$ cat src/rtl/reg_writeback_unit.sv
// Writeback stage feeding the register file write port (regWrite/Addr3/dataIn).
// Ports: ALU and load requests (valid/ready), wb_hold, rf_* write port, ld_err,
// wb_pending, rsN bypass lookup; bypass forwarding enabled by WB_BYPASS_EN.
module reg_writeback_unit #(
  parameter int DEPTH = 2,
  parameter int CW    = $clog2(DEPTH + 1)
) (
  input  logic          clk,
  input  logic          reset,
  input  logic          alu_valid,
  output logic          alu_ready,
  input  logic [4:0]    alu_rd,
  input  logic [31:0]   alu_data,
  input  logic          ld_valid,
  output logic          ld_ready,
  input  logic [4:0]    ld_rd,
  input  logic [2:0]    ld_funct3,
  input  logic [1:0]    ld_addr_lo,
  input  logic [31:0]   ld_word,
  input  logic          wb_hold,
  output logic          rf_we,
  output logic [4:0]    rf_waddr,
  output logic [31:0]   rf_wdata,
  output logic          ld_err,
  output logic [CW-1:0] wb_pending,
  input  logic [4:0]    rs1_addr,
  input  logic [4:0]    rs2_addr,
  output logic          rs1_fwd_valid,
  output logic          rs2_fwd_valid,
  output logic [31:0]   rs1_fwd_data,
  output logic [31:0]   rs2_fwd_data
);

  // Shift-register FIFO: slot 0 is the head, slot count-1 the youngest.
  logic [4:0]    rd_q   [DEPTH];
  logic [4:0]    rd_d   [DEPTH];
  logic [31:0]   data_q [DEPTH];
  logic [31:0]   data_d [DEPTH];
  logic [CW-1:0] count_q, count_d;
  logic          rr_q, rr_d;
  logic          ld_err_q, ld_err_d;

  logic          pop, space, push;
  logic [CW-1:0] wr_idx;
  logic [4:0]    push_rd;
  logic [31:0]   push_data;
  logic [7:0]    ld_b;
  logic [15:0]   ld_h;
  logic [31:0]   ld_fmt;
  logic          ld_bad;

  assign pop   = (count_q != '0) && !wb_hold;
  assign space = (count_q < CW'(DEPTH)) || pop;

  // rr_q=1 favours the load source on a contested cycle.
  assign ld_ready  = space && ld_valid && (!alu_valid || rr_q);
  assign alu_ready = space && alu_valid && (!ld_valid || !rr_q);
  assign rr_d      = (space && ld_valid && alu_valid) ? ~rr_q : rr_q;

  assign rf_we    = pop;
  assign rf_waddr = pop ? rd_q[0] : '0;
  assign rf_wdata = pop ? data_q[0] : '0;

  assign ld_err     = ld_err_q;
  assign wb_pending = count_q;

  always_comb begin
    ld_b   = ld_word[7:0];
    ld_h   = ld_addr_lo[1] ? ld_word[31:16] : ld_word[15:0];
    ld_fmt = ld_word;
    ld_bad = 1'b0;
    unique case (ld_addr_lo)
      2'd0: ld_b = ld_word[7:0];
      2'd1: ld_b = ld_word[15:8];
      2'd2: ld_b = ld_word[23:16];
      2'd3: ld_b = ld_word[31:24];
    endcase
    unique case (ld_funct3)
      3'b000: ld_fmt = {{24{ld_b[7]}}, ld_b};
      3'b001: ld_fmt = {{16{ld_h[15]}}, ld_h};
      3'b010: ld_fmt = ld_word;
      3'b100: ld_fmt = {24'd0, ld_b};
      3'b101: ld_fmt = {16'd0, ld_h};
      default: begin
        ld_fmt = ld_word;
        ld_bad = 1'b1;
      end
    endcase
  end

  assign ld_err_d  = ld_ready && ld_bad;
  assign push_rd   = ld_ready ? ld_rd : alu_rd;
  assign push_data = ld_ready ? ld_fmt : alu_data;
  // x0 writes are acknowledged but never stored.
  assign push      = (ld_ready || alu_ready) && (push_rd != 5'd0);
  assign wr_idx    = pop ? count_q - CW'(1) : count_q;

  always_comb begin
    rd_d    = rd_q;
    data_d  = data_q;
    count_d = count_q;
    if (pop) begin
      for (int i = 0; i < DEPTH - 1; i++) begin
        rd_d[i]   = rd_q[i+1];
        data_d[i] = data_q[i+1];
      end
    end
    if (push) begin
      for (int i = 0; i < DEPTH; i++) begin
        if (CW'(i) == wr_idx) begin
          rd_d[i]   = push_rd;
          data_d[i] = push_data;
        end
      end
    end
    unique case ({push, pop})
      2'b10:   count_d = count_q + CW'(1);
      2'b01:   count_d = count_q - CW'(1);
      default: count_d = count_q;
    endcase
  end

  always_ff @(posedge clk) begin
    if (reset) begin
      count_q  <= '0;
      rr_q     <= 1'b1;
      ld_err_q <= 1'b0;
    end else begin
      count_q  <= count_d;
      rr_q     <= rr_d;
      ld_err_q <= ld_err_d;
    end
  end

  always_ff @(posedge clk) begin
    for (int i = 0; i < DEPTH; i++) begin
      rd_q[i]   <= rd_d[i];
      data_q[i] <= data_d[i];
    end
  end

`ifdef WB_BYPASS_EN
  // Later slots are younger, so the last hit in the scan wins.
  always_comb begin
    rs1_fwd_valid = 1'b0;
    rs2_fwd_valid = 1'b0;
    rs1_fwd_data  = '0;
    rs2_fwd_data  = '0;
    for (int i = 0; i < DEPTH; i++) begin
      if (CW'(i) < count_q) begin
        if (rs1_addr != 5'd0 && rd_q[i] == rs1_addr) begin
          rs1_fwd_valid = 1'b1;
          rs1_fwd_data  = data_q[i];
        end
        if (rs2_addr != 5'd0 && rd_q[i] == rs2_addr) begin
          rs2_fwd_valid = 1'b1;
          rs2_fwd_data  = data_q[i];
        end
      end
    end
  end
`else
  logic unused_bypass;
  assign unused_bypass = ^{rs1_addr, rs2_addr};
  assign rs1_fwd_valid = 1'b0;
  assign rs2_fwd_valid = 1'b0;
  assign rs1_fwd_data  = '0;
  assign rs2_fwd_data  = '0;
`endif

endmodule

$ cat config.mk
export PLATFORM = sky130hd
export DESIGN_NAME = reg_writeback_unit
export DESIGN_NICKNAME = d
export VERILOG_FILES = /design/src/rtl/reg_writeback_unit.sv
export SDC_FILE = /design/constraint.sdc
export NUM_CORES = 1
export LEC_CHECK = 0
export CORE_ASPECT_RATIO = 1.2
export CORE_MARGIN = 1.5
export CORE_UTILIZATION = 44
export DETAILED_ROUTE_END_ITERATION = 8
export GPL_ROUTABILITY_DRIVEN = 0
export PLACE_DENSITY = 0.82
export SETUP_SLACK_MARGIN = 0.2
export SLEW_MARGIN = 10
export SYNTH_ARGS = -nofsm -noshare
export SYNTH_HDL_FRONTEND = slang
export SYNTH_SLANG_ARGS = --single-unit
$ cat constraint.sdc
create_clock -name clk -period 4.5 [get_ports clk]
set_input_delay 1.35 -clock clk [delete_from_list [all_inputs] [get_ports clk]]
set_output_delay 1.35 -clock clk [all_outputs]
set_load 0.005 [all_outputs]
==> impl_metrics.env, run 1 <==
export IMPL_status="finished, violations left"
export IMPL_violations="design-rule violations"
export IMPL_path_class="in -> out"
export IMPL_first_pass_iters=7
export IMPL_synth_top_family_by_area="compound AO/OA/AOI/OAI gates"
export IMPL_post_route_min_period_ps=4110
export IMPL_grt_ovfl_total=0
export IMPL_r2r_slack_ps=1510
export IMPL_num_antenna_cells=0
export IMPL_cts_tree="done"
export IMPL_cp_max_fo=30
export IMPL_dieArea_sq_um=11600
export IMPL_path_clk_slew_ps=60
export IMPL_grt_usage_pct=22.9
export IMPL_clkLatencyLatePin_ps=330
export IMPL_coreArea_sq_um=10600
export IMPL_postRouteAntennaNets=0
export IMPL_ir_drop_v=0.000281
export IMPL_hp_class="reg -> reg"
export IMPL_wirelength_um=13400
export IMPL_leakagePower_nw=2.61
export IMPL_synthTopCellsByArea="edfxtp_1 23%, dfxtp_1 17%, buf_4 10%"
export IMPL_crit_arrival_ps=2760
export IMPL_drc_errors=9
export IMPL_worstMarginPinSlew_ps=1020
export IMPL_synth_distinct_cells=47
export IMPL_initial_core_util_pct=45.5
export IMPL_async_reset_ff_share_pct=0
export IMPL_min_to="rr_q"
export IMPL_cts_root_buffer="clkbuf_16"
export IMPL_hold_start="rr_q"
export IMPL_layout_common_cells="125 x clkdlybuf4s50_1, 83 x nand2_1, 66 x conb_1, 65 x a21oi_1, 59 x o21ai_0"
export IMPL_clk_path_buf_depth=2
export IMPL_powerDensity_nw_per_um2=534
export IMPL_tns_ps=0
export IMPL_synth_cells=571
export IMPL_place_inst=797
export IMPL_via_per_inst=5.27
export IMPL_end_kind="primary output"
export IMPL_crit_chain="dlygate4sd2_1, nor2_4, buf_12, and2_1, clkdlybuf4s50_1"
export IMPL_muxShareOfSynthArea_pct=2.02
export IMPL_final_common_cell="clkdlybuf4s50_1"
export IMPL_rows=41
export IMPL_r2r_end="data_q[16]"
export IMPL_antenna_found_initial=0
export IMPL_maxSlewHeadroom_pct=31.3
export IMPL_synth_warnings=0
export IMPL_holdBufCountCts=0
export IMPL_grt_setup_unrepaired="no"
export IMPL_cts_buffers=9
export IMPL_vias=4291
export IMPL_min_path_cells=2
export IMPL_syn2layout_area_growth_pct=30.6
export IMPL_worstReg2RegStart="wb_pending[0]"
export IMPL_initialDrtViolationCount=254
export IMPL_die_x_um=98.7
export IMPL_crit_required_ps=3150
export IMPL_finalSetupViolations=0
export IMPL_ios=203
export IMPL_cp_start_kind="input pin"
export IMPL_netlist_area_leader_share_pct=23.0
export IMPL_h_tree_depth=3
export IMPL_hpwl_um=9470
export IMPL_cts_sinks=78
export IMPL_worst_r2r_cell_count=9
export IMPL_fmax_mhz=243
export IMPL_synth_simple_area_share_pct=17.5
export IMPL_drive_above_1_share_pct=6.27
export IMPL_grt_max_degree=75
export IMPL_synth_largest_area_cell="edfxtp_1"
export IMPL_nNetsFinal=777
export IMPL_ys_flop_type="dfxtp_1"
export IMPL_fin_skew_ps=3.85
export IMPL_stdcell_count=815
export IMPL_grt_pass1_vias=4206
export IMPL_hold_violations=0
export IMPL_drv_slew=0
export IMPL_die_y_um=118
export IMPL_slowest_stage="clkdlybuf4s50_1"
export IMPL_ys_ff_latch=78
export IMPL_synth_xor_area_share_pct=0.544
export IMPL_yosysSeqAreaShare_pct=40.0
export IMPL_max_stage_delay_ps=520
export IMPL_syn_mean_instance_area_sq_um=8.46
export IMPL_synthAdderAreaFrac_pct=0.518
export IMPL_synth_edf_count=37
export IMPL_io_buffers=126
export IMPL_synth_area_sq_um=4830
export IMPL_synth_compound_area_share_pct=24.2
export IMPL_wl_per_cell_um=16.4
export IMPL_grt_pass1_wl_um=20900
export IMPL_cap_violations=0
export IMPL_period_share_pct=91.4
## synth_stat cells, drive strengths merged (2+ instances only)
master   count
buf         85
nand2       83
a21oi       65
o21ai       60
dfxtp       41
and2        38
edfxtp      37
a21o        35
nor2        24
clkbuf      23
nor2b        8
a211o        7
o22a         7
inv          6
nand3b       6
mux2         4
nand2b       4
mux2i        3
nor4         3
xor2         3
a221oi       2
a22oi        2
a31oi        2
ha           2
nand3        2
nor3         2
o2111ai      2
o2bb2ai      2
or4          2
## where the power goes
part           switching (mW)  leakage, nW  internal, mW
Clock                   0.269        0.155         0.477
Combinational           0.772         1.78         0.688
Sequential              0.104        0.684          1.06
Total                    1.15         2.61          2.23
## flip-flops by register name, indices dropped and copies added, names as in the netlist
signal      cells
data_q         64
rd_q           10
rr_q            1
wb_pending      2
ld_err          1
## routing by layer
metal / GRT usage, % / share of wire [%] / wire length (um)
met3: 4.45 / 6.7 / 897
met5: 0 / 0 / 0
met4: 10.7 / 2.9 / 387
met2: 40.3 / 52 / 6900
met1: 26.4 / 39 / 5160
## worst max-delay path, delay by kind of cell
family	cells	cell delay [ps]
buffers and inverters	3	1030
AND/OR/NAND/NOR	2	370
## worst max-delay path by stage
stage / start / endpoint / slack [ps] / depth (start not counted)
floorplan: ld_valid / data_q[0] / 300 / 6
global placement: wb_hold / rf_waddr[3] / 160 / 5
detailed placement: wb_hold / rf_wdata[12] / 140 / 5
CTS: wb_hold / rf_wdata[31] / 390 / 5
global route: wb_hold / rf_wdata[2] / 340 / 5
finish: wb_hold / rf_wdata[31] / 390 / 5
## per-stage QoR
| stage | cell area [sq um] | hold slack, ps | worst slack (ps) | power, mW | utilization [%] |
|---|---|---|---|---|---|
| floorplan | 5070 | 477 | 303 | 2.12 | - |
| global placement | 5960 | 496 | 164 | 2.52 | 56.1 |
| detailed placement | 5960 | 496 | 138 | 2.60 | 56.1 |
| CTS | 6310 | 512 | 390 | 3.38 | 59.4 |
| global route | 6310 | 577 | 343 | 3.59 | 59.4 |
| finish | 6310 | 507 | 388 | 3.37 | 59.4 |
## logic make-up (layout without fill, tap and decap cells)
group | count (synthesis) | after routing
compound gates | 190 | 190
mux | 8 | 8
simple gates | 175 | 175
other cells | 1 | 66
xor+xnor | 3 | 3
flops | 78 | 78
buf+inv | 114 | 164
fa+ha+maj | 2 | 2
## timing repair
item / CTS / global route
gates resized for setup: 1 / 0
setup endpoints to repair: 25 / 0
buffers inserted: 1 / 0
## final cells by class
| type | instances | area (sq um) |
|---|---|---|
| Clock inverter | 3 | 40.0 |
| Timing Repair Buffer | 142 | 1440 |
| Inverter | 6 | 22.5 |
| Tap cell | 129 | 161 |
| Clock buffer | 13 | 272 |
| Sequential cell | 78 | 1930 |
| Multi-Input combinational cell | 444 | 2440 |
| Fill cell | 922 | 4310 |
(Power assumes the default switching activity.)
==> run 2: changes to the inputs <==
HOLD_SLACK_MARGIN = 0.06   (was not set)
==> results of run 2 <==
Same layout as run 1: the final DEF is identical, and so are final timing and power.
==> run 3: changes to the inputs <==
CTS_CLUSTER_DIAMETER = 30   (was not set)
==> results of run 3 <==
Same layout as run 1: the final DEF is identical, and so are final timing and power.
